<file path="config.mk">
export PLATFORM = sky130hd
export DESIGN_NAME = crypto_seq_ctrl
export DESIGN_NICKNAME = d
export VERILOG_FILES = /design/src/rtl/crypto_seq_pkg.sv /design/src/rtl/crypto_key_pack.sv /design/src/rtl/crypto_seq_ctrl.sv
export SDC_FILE = /design/constraint.sdc
export NUM_CORES = 1
export LEC_CHECK = 0
export CORE_AREA = 10 10 324 326
export CTS_BUF_LIST = sky130_fd_sc_hd__clkbuf_4 sky130_fd_sc_hd__clkbuf_8
export DETAILED_ROUTE_END_ITERATION = 8
export DIE_AREA = 0 0 334 336
export GPL_TIMING_DRIVEN = 0
export PLACE_DENSITY = 0.43
export SYNTH_ARGS = -nofsm -noshare
export SYNTH_HDL_FRONTEND = slang
export SYNTH_SLANG_ARGS = --single-unit
</file>
<file path="constraint.sdc">
create_clock -name clk -period 15.15 [get_ports clk]
set_input_delay 1.515 -clock clk [delete_from_list [all_inputs] [get_ports clk]]
set_output_delay 1.515 -clock clk [all_outputs]
set_load 0.01 [all_outputs]
</file>
<file path="src/rtl/crypto_seq_pkg.sv">
// Shared state encoding, default widths and helpers for the ECC/3DES sequencer.
package crypto_seq_pkg;

  localparam int unsigned ECC_W_DEF = 163;
  localparam int unsigned KEY_W_DEF = 192;

  typedef enum logic [3:0] {
    IDLE,
    ECC_PUB,
    ECC_SHR,
    PUB_DONE,
    SHR_DONE,
    KEY_LOAD,
    DES_INIT,
    DES_DATA,
    DES_DRAIN
  } state_e;

  function automatic int unsigned max4(input int unsigned a, input int unsigned b,
                                       input int unsigned c, input int unsigned d);
    int unsigned m;
    m = a;
    if (b > m) m = b;
    if (c > m) m = c;
    if (d > m) m = d;
    return m;
  endfunction

endpackage

</file>
<file path="src/rtl/crypto_key_pack.sv">
// Packs ECC result slices into the 3DES session key bundle (combinational).
module crypto_key_pack
  import crypto_seq_pkg::*;
#(
  parameter int unsigned ECC_W = ECC_W_DEF,
  parameter int unsigned KEY_W = KEY_W_DEF
) (
  input  logic [ECC_W-2:0]     x_lo,
  input  logic [KEY_W-ECC_W:0] y_lo,
  output logic [KEY_W-1:0]     key_c
);

  assign key_c = {y_lo, x_lo};

endmodule

</file>
<file path="src/rtl/crypto_seq_ctrl.sv">
// Sequencer for the ECC point-multiply core and the timed 3DES session phases.
// Optional ECC wait timeout is enabled by defining CRYPTO_SEQ_ECC_TIMEOUT_EN.
module crypto_seq_ctrl
  import crypto_seq_pkg::*;
#(
  parameter int unsigned ECC_W         = ECC_W_DEF,
  parameter int unsigned KEY_W         = KEY_W_DEF,
  parameter int unsigned KEY_WAIT_CYC  = 2,
  parameter int unsigned DES_INIT_CYC  = 48,
  parameter int unsigned DATA_PERIOD   = 2,
  parameter int unsigned DES_DRAIN_CYC = 48,
  parameter int unsigned ECC_TIMEOUT   = 1048576
) (
  input  logic             clk,
  input  logic             rst,
  input  logic             ecc_start_pub,
  input  logic             ecc_start_shr,
  input  logic             des_start,
  output logic             ecc_go,
  input  logic [ECC_W-1:0] ecc_x,
  input  logic [ECC_W-1:0] ecc_y,
  input  logic             ecc_done,
  output logic [ECC_W-1:0] pub_x,
  output logic [ECC_W-1:0] pub_y,
  output logic [KEY_W-1:0] session_key,
  output logic             key_valid,
  output logic             pub_done,
  output logic             shr_done,
  output logic             des_strobe,
  output logic             des_done,
  output logic             err
);

  localparam int unsigned CNT_W =
    $clog2(max4(KEY_WAIT_CYC, DES_INIT_CYC, DATA_PERIOD, DES_DRAIN_CYC)) + 1;

  if (KEY_W < ECC_W || KEY_W > 2*ECC_W - 1 || KEY_WAIT_CYC == 0 || DES_INIT_CYC == 0 ||
      DATA_PERIOD == 0 || DES_DRAIN_CYC == 0 || ECC_TIMEOUT == 0) begin : g_bad_cfg
    $error("crypto_seq_ctrl: illegal parameter set");
  end

  state_e           state_q, state_d;
  logic [CNT_W-1:0] cnt_q, cnt_d;
  logic [ECC_W-1:0] pub_x_q, pub_x_d, pub_y_q, pub_y_d;
  logic [KEY_W-1:0] key_q, key_d, key_c;
  logic             key_valid_q, key_valid_d;
  logic             ecc_go_c, pub_done_c, shr_done_c, des_strobe_c, des_done_c, err_c;

`ifdef CRYPTO_SEQ_ECC_TIMEOUT_EN
  localparam int unsigned TMO_W = $clog2(ECC_TIMEOUT) + 1;
  logic [TMO_W-1:0] tmo_q, tmo_d;
  logic             tmo_err_q, tmo_err_d;
`endif

  crypto_key_pack #(
    .ECC_W (ECC_W),
    .KEY_W (KEY_W)
  ) u_key_pack (
    .x_lo  (ecc_x[ECC_W-2:0]),
    .y_lo  (ecc_y[KEY_W-ECC_W:0]),
    .key_c (key_c)
  );

  // Next-state, capture and per-state output decode.
  always_comb begin
    state_d      = state_q;
    cnt_d        = '0;
    pub_x_d      = pub_x_q;
    pub_y_d      = pub_y_q;
    key_d        = key_q;
    key_valid_d  = key_valid_q;
    ecc_go_c     = 1'b0;
    pub_done_c   = 1'b0;
    shr_done_c   = 1'b0;
    des_strobe_c = 1'b0;
    des_done_c   = 1'b0;
    err_c        = 1'b0;
`ifdef CRYPTO_SEQ_ECC_TIMEOUT_EN
    tmo_d        = '0;
    tmo_err_d    = 1'b0;
`endif
    case (state_q)
      IDLE: begin
        if (ecc_start_pub)      state_d = ECC_PUB;
        else if (ecc_start_shr) state_d = ECC_SHR;
        else if (des_start) begin
          if (key_valid_q) state_d = KEY_LOAD;
          else             err_c   = 1'b1;
        end
      end
      ECC_PUB, ECC_SHR: begin
        ecc_go_c = 1'b1;
`ifdef CRYPTO_SEQ_ECC_TIMEOUT_EN
        tmo_d = tmo_q + TMO_W'(1);
`endif
        if (ecc_done) begin
          if (state_q == ECC_PUB) begin
            pub_x_d = ecc_x;
            pub_y_d = ecc_y;
            state_d = PUB_DONE;
          end else begin
            key_d       = key_c;
            key_valid_d = 1'b1;
            state_d     = SHR_DONE;
          end
        end
`ifdef CRYPTO_SEQ_ECC_TIMEOUT_EN
        else if (tmo_q == TMO_W'(ECC_TIMEOUT - 1)) begin
          state_d   = IDLE;
          tmo_err_d = 1'b1;
        end
`endif
      end
      PUB_DONE: begin
        pub_done_c = 1'b1;
        state_d    = IDLE;
      end
      SHR_DONE: begin
        shr_done_c = 1'b1;
        state_d    = IDLE;
      end
      KEY_LOAD: begin
        cnt_d = cnt_q + CNT_W'(1);
        if (cnt_q == CNT_W'(KEY_WAIT_CYC - 1)) state_d = DES_INIT;
      end
      DES_INIT: begin
        cnt_d = cnt_q + CNT_W'(1);
        if (cnt_q == CNT_W'(DES_INIT_CYC - 1)) state_d = DES_DATA;
      end
      DES_DATA: begin
        // Counter tracks strobe phase; a strobe fires whenever it is at zero.
        if (!des_start) begin
          state_d = DES_DRAIN;
        end else begin
          des_strobe_c = (cnt_q == '0);
          cnt_d = (cnt_q == CNT_W'(DATA_PERIOD - 1)) ? '0 : cnt_q + CNT_W'(1);
        end
      end
      DES_DRAIN: begin
        cnt_d = cnt_q + CNT_W'(1);
        if (cnt_q == CNT_W'(DES_DRAIN_CYC - 1)) begin
          des_done_c = 1'b1;
          state_d    = IDLE;
        end
      end
      default: state_d = IDLE;
    endcase
    if (state_d != state_q) cnt_d = '0;
  end

  always_ff @(posedge clk or posedge rst) begin
    if (rst) begin
      state_q     <= IDLE;
      cnt_q       <= '0;
      pub_x_q     <= '0;
      pub_y_q     <= '0;
      key_q       <= '0;
      key_valid_q <= 1'b0;
    end else begin
      state_q     <= state_d;
      cnt_q       <= cnt_d;
      pub_x_q     <= pub_x_d;
      pub_y_q     <= pub_y_d;
      key_q       <= key_d;
      key_valid_q <= key_valid_d;
    end
  end

`ifdef CRYPTO_SEQ_ECC_TIMEOUT_EN
  always_ff @(posedge clk or posedge rst) begin
    if (rst) begin
      tmo_q     <= '0;
      tmo_err_q <= 1'b0;
    end else begin
      tmo_q     <= tmo_d;
      tmo_err_q <= tmo_err_d;
    end
  end

  assign err = err_c | tmo_err_q;
`else
  assign err = err_c;
`endif

  assign ecc_go      = ecc_go_c;
  assign pub_done    = pub_done_c;
  assign shr_done    = shr_done_c;
  assign des_strobe  = des_strobe_c;
  assign des_done    = des_done_c;
  assign pub_x       = pub_x_q;
  assign pub_y       = pub_y_q;
  assign session_key = key_q;
  assign key_valid   = key_valid_q;

endmodule

</file>
* Yosys cells after proc, flatten, opt, wreduce, memory -nomap -nowiden
Cells that the tools add are included.
W data, S select, Z words.
** Operators by class
- Add/subtract/negate cells :: 1
- Equality and inequality tests :: 11
- Muxes and demuxes :: 27
- Bitwise gates (word level) :: 1
- Reduce and logical (&&, ||, !) cells :: 6
** Operators with widths (count)
- $mux W4 :: 9
- $pmux W4 S6 :: 1
- $mux W7 :: 3
- $eq A4 B3 Y1 const B :: 4
- $pmux W7 S2 :: 1
- $mux W1 :: 12
- $eq A4 B2 Y1 const B :: 2
- $add A7 B1 Y7 const B :: 1
- $eq A7 B1 Y1 const B :: 1
- $eq A7 B6 Y1 const B :: 1
- $logic_not A7 Y1 :: 1
- $reduce_and A3 Y1 :: 2
- $eq A4 B1 Y1 const B :: 1
- $eq A4 B4 Y1 const B :: 1
- $logic_not A4 Y1 :: 1
- $ne A4 B4 Y1 :: 1
- $mux W3 :: 1
- $reduce_or A3 Y1 :: 1
- $reduce_or A2 Y1 :: 1
- $not A1 Y1 :: 1
** Word-level totals
- Flip-flop bits (word level) :: 530
- Output and inout port bits :: 525

* Depth between registers and ports, before layout
Gate-level depths: netlist of run 1.
- Word-level depth :: 7
- Mapped depth :: 6
- Mapped depth without buffers :: 6

* Cells and area by module
From an unflattened synthesis of run 1, not the netlist that was laid out.
** Unflattened totals
- Cell total of the unflattened synthesis :: 1387
- Area total of the unflattened synthesis :: 21861.0 µm²
** Modules (own cells, without submodules)
- crypto_seq_ctrl :: times used 1, cells an instance 1195, area an instance 20419.6 µm²
- crypto_key_pack :: times used 1, cells an instance 192, area an instance 1441.4 µm²

* Worst setup path after synthesis of run 1
Ideal clock, no wire load.
- Path kind :: input-to-output
- From :: input port des_start
- To :: output port des_strobe
- Data arrival time :: 2.022 ns
- Path slack :: 11.613 ns
- Cell stages on the path :: 4
- Cell sequence :: buf_2 > nand2_1 > nor3_1 > and3_1
** On the way
- Longest elaborated chain between the ends :: 2
** Ends and longest elaborated chain
- start: declaration :: line crypto_seq_ctrl.sv:18 : input logic des_start,
- $mux W1 :: line crypto_seq_ctrl.sv:132 : if (!des_start) begin
- $mux W1 :: line crypto_seq_ctrl.sv:82 : case (state_q)
- end: declaration :: line crypto_seq_ctrl.sv:29 : output logic des_strobe,
No other way between the ends.

* Final worst setup path of run 1
- From :: input port ecc_start_pub
- To :: output port err
** On the way
- Longest elaborated chain between the ends :: 2
** Ends and longest elaborated chain
- start: declaration :: line crypto_seq_ctrl.sv:16 : input logic ecc_start_pub,
- $mux W1 :: line crypto_seq_ctrl.sv:84 : if (ecc_start_pub) state_d = ECC_PUB;
- $mux W1 :: line crypto_seq_ctrl.sv:82
- end: declaration :: line crypto_seq_ctrl.sv:31 : output logic err
No other way between the ends.

==> results_dict.tcl, run 1 <==
set metrics [dict create \
    cp-start-kind "input pin" \
    clk_pin_slew_ns 0.06 \
    netlist_area_um2 20400 \
    seqCellArea_um2 13300 \
    start_util 0.208 \
    die_h_um 336 \
    cts-root-buf "clkbuf_8" \
    nNetsFinal 2505 \
    die_width_um 334 \
    grt_usage 0.153 \
    clkLatencyLatePin_ns 0.74 \
    place_area_um2 30900 \
    critical_path_class "input pin to output pin" \
    powerDensity_nw_per_um2 229 \
    multiInputGateArea_um2 6730 \
    p_leak_nw 14.1 \
    reg2reg_slack_ns 12.59 \
    fin_setup_tns_ns 0 \
    portBuffers 855 \
    grt_first_pass_wirelength_mm 124 \
    synthCells 1195 \
    critPathCapture "err" \
    utilization 0.338 \
    yosysWarnings 0 \
    coreArea_um2 98100 \
    fill_cells 9633 \
    worst_ep_required_time_ns 13.64 \
    grt_pass1_vias 15900 \
    numCtsBuffers 102 \
    finalSetupViolCount 0 \
    worstMarginPinSlew_ns 1.02 \
    cts_tree "built" \
    maxCapViolations 0 \
    crit_start "ecc_start_pub" \
    hold_viol 0 \
    antenna_found_initial 26 \
    die-area_um2 112000 \
    rr_startpoint "state_q[0]" \
    ios 857 \
    final_min_period_over_clock_period 0.302 \
    finalWirelength_mm 89.0 \
    slew_headroom 0.318 \
    rows 115 \
    dr_total_vias 14200 \
    synth_seq_cells 530 \
    syn_to_final_growth_pct 62.7 \
    reg2regPathDepth 5 \
    first_pass_iters 4 \
    path_max_fanout 3 \
    drive_gt1_frac 0.328 \
    max-vdd-ir-drop_v 0.0000975 \
    yosys_most_used_dff "dfrtp_1" \
    ant_nets 0 \
    critPathArrivalTime_ns 3.05 \
    synth_edf_count 0 \
    synth.net_count 1530 \
    ys_async_sr_fraction 1.00 \
    slew_violations 0 \
    overflow 0 \
    synth.distinct_cells 40 \
    hp-class "flop to flop" \
    timing.rr.end "pub_x[48]" \
    syn_avg_cell_area_um2 17.1 \
    viasPerCell 4.01 \
    cts.repair.resized 0 \
    ys_seq_area_frac 0.650 \
    dp_hpwl_mm 71.5 \
    skew_ns 0.0226 \
    clock_sinks 530 \
    fmax_ghz 0.219 \
    place_congestion 0.786 \
    wl_per_cell_um 25.1 \
    grt_max_degree 43 \
    hold_buffers 0 \
    status "finished, final reports clean" \
    drtIter0Drc 512 \
    htree_levels 3 \
    post_cts_buffers 0 \
    rsz0062_at_grt "no" \
    cts.path.max_buffers 3 \
    hold_ws_ns 0.490 \
    final_area_um2 33200 \
    final.min_clock_period_ns 4.57 \
    drc 0 \
    end_kind "output pin" \
]
[sequential cells by signal (all words and copies together) (netlist names)]
name	cells
state_q	4
pub_y	163
session_key	192
pub_x	163
key_valid	1
cnt_q	7
[cells in the mapped netlist (2+ instances only)]
library cell	number	share of area
nor4_1	2	0.00061
mux2_4	100	0.074
nor3_1	10	0.0025
xnor2_1	4	0.0017
dfrtp_1	530	0.65
clkbuf_1	4	0.00074
buf_6	16	0.0088
inv_1	5	0.00092
nor2_1	9	0.0017
o21ai_0	2	0.00049
o211ai_1	2	0.00074
and3_1	2	0.00061
nor2b_1	4	0.0012
nor3b_1	3	0.0011
nand4_1	3	0.00092
o21a_1	2	0.00074
mux2_2	380	0.21
ha_1	3	0.0018
mux2_1	40	0.022
a21oi_1	3	0.00074
buf_2	42	0.010
nand3_1	7	0.0017
nand2_1	3	0.00055
nand2b_1	3	0.00092
[report_power, final]
group          switching (W)  leakage, nW  internal, W
clock               0.000639         1.19     0.000920
combinational        0.00147         6.61      0.00208
sequential          0.000371         6.31      0.00214
[critical path, stage by stage]
cell and delay (ns):
clkdlybuf4s50_1 0.44, nor2_1 0.11, nand3_1 0.11, nor3b_1 0.24, clkdlybuf4s50_1 0.63
[layer usage]
metal	track usage	part of all wire	up-vias
li1	-	-	6239
met1	0.149	0.34	7230
met2	0.270	0.51	588
met3	0.0809	0.10	165
met4	0.0623	0.038	14
met5	0	0.00091	-
[placed cells by master (no fill, tap or decap), types with 2 or more instances in the layout]
cell type,Yosys,layout
clkinv_2,0,5
inv_1,5,4
nor2_1,9,9
ha_1,3,3
nor3b_1,3,3
buf_6,16,16
nor2b_1,4,4
and3_1,2,2
o211ai_1,2,2
xnor2_1,4,4
mux2_1,40,40
o21ai_0,2,2
mux2_2,380,380
nor4_1,2,2
buf_12,0,15
nand3_1,7,7
nand2b_1,3,3
clkdlybuf4s50_1,0,855
nand2_1,3,3
dfrtp_1,530,530
clkbuf_4,0,35
clkbuf_8,0,134
nor3_1,10,10
a21oi_1,3,3
mux2_4,100,100
clkbuf_1,4,4
bufinv_16,0,3
diode_2,0,16
nand4_1,3,3
buf_2,42,42
clkinvlp_4,0,4
o21a_1,2,2
[per-stage QoR]
stage / instances / total power (W) / worst slack, ns
final: 3550 / 0.00761 / 10.58
after CTS: 3534 / 0.00779 / 10.57
after floorplan: 1195 / 0.00395 / 6.43
after global placement: 3337 / 0.00612 / 2.47
after global routing: 3543 / 0.00804 / 10.52
after detailed placement: 3353 / 0.00615 / 10.58
[worst min-delay path by stage]
stage / from / end / slack, ns / cells past startpoint
global placement: pub_y[51] / pub_y[51] / 0.47 / 1
CTS: pub_y[23] / pub_y[23] / 0.49 / 1
detailed placement: pub_y[23] / pub_y[23] / 0.48 / 1
global route: pub_y[29] / pub_y[29] / 0.50 / 1
finish: pub_y[38] / pub_y[38] / 0.49 / 1
floorplan: cnt_q[0] / cnt_q[0] / 0.51 / 1
[cell families (layout without fill, tap and decap cells)]
| group | after synthesis | after routing | synth area share |
|---|---|---|---|
| mux | 520 | 520 | 0.305 |
| other cells | 0 | 16 | 0 |
| flops | 530 | 530 | 0.650 |
| simple gates | 50 | 50 | 0.0134 |
| fa+ha+maj | 3 | 3 | 0.00184 |
| xor+xnor | 5 | 5 | 0.00214 |
| buf+inv | 67 | 1119 | 0.0208 |
| compound gates | 20 | 20 | 0.00717 |
[layout make-up]
cell class	count	share of cell area
antenna	16	0.00121
buffer	62	0.0122
clock buffer	169	0.0634
clock inverter	12	0.00441
inverter	5	0.000678
multi-input combinational	598	0.203
sequential	530	0.399
tap	1287	0.0485
timing repair buffer	871	0.268
Power figures use the tool's default switching activity.
==> inputs of run 2 (changes only) <==
--- a/config.mk
+++ b/config.mk
@@ -10,7 +10,7 @@
 export DETAILED_ROUTE_END_ITERATION = 8
 export DIE_AREA = 0 0 334 336
 export GPL_TIMING_DRIVEN = 0
-export PLACE_DENSITY = 0.43
+export PLACE_DENSITY = 0.42
 export SYNTH_ARGS = -nofsm -noshare
 export SYNTH_HDL_FRONTEND = slang
 export SYNTH_SLANG_ARGS = --single-unit
==> constraint.sdc (replaced) <==
create_clock -name clk -period 4.3 [get_ports clk]
set_input_delay 0.43 -clock clk [delete_from_list [all_inputs] [get_ports clk]]
set_output_delay 0.43 -clock clk [all_outputs]
set_load 0.01 [all_outputs]
==> results_dict.tcl, run 2 (synthesis gave the netlist of run 1 again) <==
set metrics [dict create \
    final_min_period_over_clock_period 0.717 \
    critical_path_class "flop to output pin" \
    crit_chain "clkbuf_1 -> nor2_1 -> nand3_1 -> nor4_1 -> clkdlybuf4s50_1" \
    slew_headroom 0.429 \
    grt_pass1_vias 16100 \
    slew_violations 0 \
    final_common_cell "clkdlybuf4s50_1" \
    htree_levels 3 \
    finalWirelength_mm 91.5 \
    p_leak_nw 14.1 \
    largest_register_ffs 192 \
    dr_total_vias 14200 \
    switching_share 0.330 \
    grt_usage 0.158 \
    combPwrFrac 0.471 \
    hold_buffers 0 \
    grt_first_pass_wirelength_mm 128 \
    clkLatencyLatePin_ns 0.72 \
    rows 115 \
    cts.repair.resized 0 \
    coreArea_um2 98100 \
    die_h_um 336 \
    cts-root-buf "clkbuf_8" \
    wl_per_cell_um 25.8 \
    powerDensity_nw_per_um2 807 \
    setup_ws_ns 1.22 \
    fill_cells 9689 \
    routed.top_layer "met5" \
    clk_pin_slew_ns 0.06 \
    numCtsBuffers 101 \
    nNetsFinal 2502 \
    clock_sinks 530 \
    path_max_fanout 10 \
    hp-class "input pin to flop" \
    finalSetupViolCount 0 \
    cp-start-kind "flop" \
    utilization 0.337 \
    hold_viol 0 \
    max-vdd-ir-drop_v 0.000331 \
    pwr-share-clk 0.197 \
    grt_max_degree 41 \
    met3_length_mm 9.16 \
    die_width_um 334 \
    portBuffers 855 \
    status "finished, final reports clean" \
    drive_gt1_frac 0.328 \
    start_util 0.208 \
    multiInputGateArea_um2 6730 \
    skew_ns 0.0474 \
    final.min_clock_period_ns 3.08 \
    overflow 0 \
    cp_top_family "buffers and inverters" \
    seqCellArea_um2 13300 \
    cts.path.max_buffers 3 \
    syn_to_final_growth_pct 61.8 \
    antenna_found_initial 19 \
    path_buf_inv 2 \
    switching_power_w 0.00880 \
    met1_length_mm 32.4 \
    critPathArrivalTime_ns 2.65 \
    worstMarginPinSlew_ns 0.857 \
    post_cts_buffers 0 \
    viasPerCell 4.01 \
    cts_tree "built" \
    drc 0 \
    ios 857 \
    drtIter0Drc 418 \
    pre_cts_ws_ns 1.25 \
    p_int_w 0.0179 \
    p_total_w 0.0267 \
    first_pass_iters 4 \
    worst_ep_required_time_ns 3.87 \
    dr_wl_met2_mm 48.0 \
    max_stage_delay_ns 0.62 \
    critPathSlowestCell "clkdlybuf4s50_1" \
    maxCapViolations 0 \
    dp_hpwl_mm 73.3 \
    rsz0062_at_grt "no" \
    ant_nets 0 \
    pwr-share-seq 0.332 \
    fmax_ghz 0.324 \
    die-area_um2 112000 \
    end_kind "output pin" \
    place_congestion 0.790 \
    final_cell_mix "clkdlybuf4s50_1, dfrtp_1, mux2_2, clkbuf_8, mux2_4" \
]
## run 2: cell types whose count changed in the layout (fill, tap and decap cells not counted)
cell | before | now
buf_16 | 1 | 0
buf_12 | 15 | 14
bufinv_16 | 3 | 0
diode_2 | 16 | 9
clkinv_8 | 0 | 1
clkbuf_4 | 35 | 47
clkbuf_8 | 134 | 126
clkinvlp_4 | 4 | 3
## run 2: metrics by stage
stage	std cells	cell area, um^2	hold WS (ns)	TNS (ns)
5_1_grt	3537	33000	0.0320	0
3_5_place_dp	3351	30900	0.480	0
4_1_cts	3533	33000	0.00468	0
2_1_floorplan	1195	20400	0.508	-1767.07
6_report	3542	33000	0.114	0
3_3_place_gp	3337	30600	0.473	-3842.81
## run 2: path summary, 6_finish.rpt
| kind | cells after the start | startpoint | slack [ns] | end |
|---|---|---|---|---|
| max | 5 | state_q[1] | 1.22 | des_done |
| min | 2 | des_start | 0.11 | state_q[3] |
| max reg2reg | 5 | state_q[0] | 1.67 | pub_x[14] |
| min reg2reg | 1 | pub_y[43] | 0.49 | pub_y[43] |
| max in group asynchronous | 6 | rst | 2.57 | pub_x[145] |
| min in group asynchronous | 2 | rst | 0.20 | pub_y[43] |
## run 2: layout make-up
cell class,count,share of cell area
Sequential cell,530,0.401
Multi-Input combinational cell,598,0.204
Buffer,62,0.0123
Clock inverter,9,0.00197
Timing Repair Buffer,869,0.267
Tap cell,1287,0.0487
Inverter,5,0.000682
Clock buffer,173,0.0632
Antenna cell,9,0.000682
## run 2: power groups by stage
stage | Sequential (W) | Clock (W) | Combinational, W
floorplan | 0.00999 | 0 | 0.00395
global placement | 0.00885 | 0 | 0.0128
detailed placement | 0.00892 | 0 | 0.0128
CTS | 0.00888 | 0.00550 | 0.0129
global route | 0.00920 | 0.00572 | 0.0133
finish | 0.00886 | 0.00526 | 0.0126
## run 2: routing by layer
metal	vias to the layer above	GRT usage
li1	6214	-
met1	7305	0.160
met2	552	0.286
met3	123	0.0766
met4	18	0.0391
met5	-	0
==> inputs of run 3 (changes only) <==
==> constraint.sdc (replaced) <==
create_clock -name clk -period 3.1 [get_ports clk]
set_input_delay 0.31 -clock clk [delete_from_list [all_inputs] [get_ports clk]]
set_output_delay 0.31 -clock clk [all_outputs]
set_load 0.01 [all_outputs]
==> results_dict.tcl, run 3 (synthesis gave the netlist of run 1 again) <==
set metrics [dict create \
    grt_pass1_vias 16100 \
    critPathArrivalTime_ns 2.56 \
    worstMarginPinSlew_ns 0.855 \
    ios 857 \
    hold_viol 0 \
    maxCapViolations 0 \
    clkLatencyLatePin_ns 0.72 \
    antenna_found_initial 19 \
    numCtsBuffers 101 \
    rows 115 \
    ant_nets 0 \
    cp_top_family "buffers and inverters" \
    critical_path_class "flop to output pin" \
    cts-root-buf "clkbuf_8" \
    coreArea_um2 98100 \
    drtIter0Drc 425 \
    path_buf_inv 2 \
    nNetsFinal 2503 \
    clock_sinks 530 \
    fill_cells 9684 \
    grt_usage 0.158 \
    clk_pin_slew_ns 0.06 \
    final_cell_mix "clkdlybuf4s50_1, dfrtp_1, mux2_2, clkbuf_8, mux2_4" \
    cts.path.max_buffers 3 \
    finalWirelength_mm 91.5 \
    viasPerCell 4.01 \
    overflow 0 \
    final_common_cell "clkdlybuf4s50_1" \
    largest_register_ffs 192 \
    die-area_um2 112000 \
    drive_gt1_frac 0.329 \
    place_congestion 0.790 \
    p_leak_nw 14.1 \
    dp_hpwl_mm 73.3 \
    max-vdd-ir-drop_v 0.000458 \
    die_width_um 334 \
    slew_violations 0 \
    cp-start-kind "flop" \
    dr_total_vias 14200 \
    wl_per_cell_um 25.8 \
    rsz0062_at_grt "yes" \
    utilization 0.337 \
    path_max_fanout 10 \
    finalSetupViolCount 0 \
    crit_chain "clkbuf_1 -> nor2_2 -> nand3_1 -> nor4_2 -> clkdlybuf4s50_1" \
    grt_max_degree 41 \
    die_h_um 336 \
    htree_levels 3 \
    fmax_ghz 0.349 \
    final.min_clock_period_ns 2.87 \
    start_util 0.208 \
    powerDensity_nw_per_um2 1120 \
    cts_tree "built" \
    syn_to_final_growth_pct 61.9 \
    final_min_period_over_clock_period 0.924 \
    final_area_um2 33100 \
    status "finished, final reports clean" \
    place_area_um2 30900 \
    slew_headroom 0.430 \
    fin_setup_tns_ns 0 \
    skew_ns 0.0458 \
    portBuffers 855 \
    end_kind "output pin" \
    worst_ep_required_time_ns 2.79 \
    drc 0 \
    critPathSlowestCell "clkdlybuf4s50_1" \
    max_stage_delay_ns 0.61 \
    hp-class "input pin to asynchronous set/reset pin" \
    first_pass_iters 4 \
    grt_first_pass_wirelength_mm 128 \
]
run 3: cell count changes in the layout (fill, tap and decap cells not counted):
cell	before	now
clkbuf_2	0	1
nor4_2	0	1
nor4_1	2	1
nor2_1	9	8
clkbuf_1	4	3
nor2_2	0	1
dlygate4sd3_1	0	1
run 3: area by class of cell:
class	count	area, um^2	share of cell area
inverters	5	22.5	0.000681
flip-flops and latches	530	13300	0.401
clock inverters	9	65.1	0.00197
clock buffers	173	2090	0.0631
multi-input cells	598	6740	0.204
repair buffers	870	8850	0.268
well taps	1287	1610	0.0487
diodes	9	22.5	0.000681
plain buffers	62	407	0.0123
run 3: per-layer routing:
layer  track usage  routed length, um  vias to the layer above  share of wire
li1              -                  -                     6216              -
met3        0.0766               9210                      122           0.10
met1         0.160              32300                     7312           0.35
met4        0.0391               1810                       18          0.020
met2         0.286              48100                      551           0.53
met5             0                110                        -         0.0012
run 3: path summary, 6_finish.rpt:
path	from	to	slack [ns]	cells past startpoint
min in group clk	ecc_y[47]	pub_y[47]	0.18	2
max in group asynchronous	rst	pub_x[145]	1.49	6
max reg2reg	state_q[0]	pub_x[14]	0.48	5
min reg2reg	pub_y[43]	pub_y[43]	0.49	1
max	state_q[1]	des_done	0.23	5
min	rst	pub_y[43]	0.08	2
run 3: repair_timing:
item / CTS / global route
setup endpoints to repair: 0 / 2
resized for setup: 0 / 4
buffers inserted: 0 / 0
hold buffers: 1 / 0
hold endpoints to repair: 2 / 0
run 3: stage by stage:
step	hold slack, ns	power [W]	worst slack (ns)	std cells
floorplan	0.442	0.0193	-4.41	1195
global placement	0.473	0.0300	-8.43	3337
detailed placement	0.480	0.0302	0.166	3351
CTS	0.00312	0.0379	0.0219	3534
global route	0.0490	0.0391	-0.00906	3538
finish	0.0838	0.0370	0.235	3543
run 3: power breakdown:
part           switching (W)  internal [W]
Sequential           0.00184        0.0105
Clock                0.00309       0.00420
Combinational        0.00728        0.0101
Total                 0.0122        0.0248
run 3: worst register-to-register path: cells and delay by family (launching register included):
kind                   cells  cell delay [ns]
buffers and inverters      2             1.28
flip-flops                 1             0.46
multiplexers               1             0.41
AND/OR/NAND/NOR            2             0.32
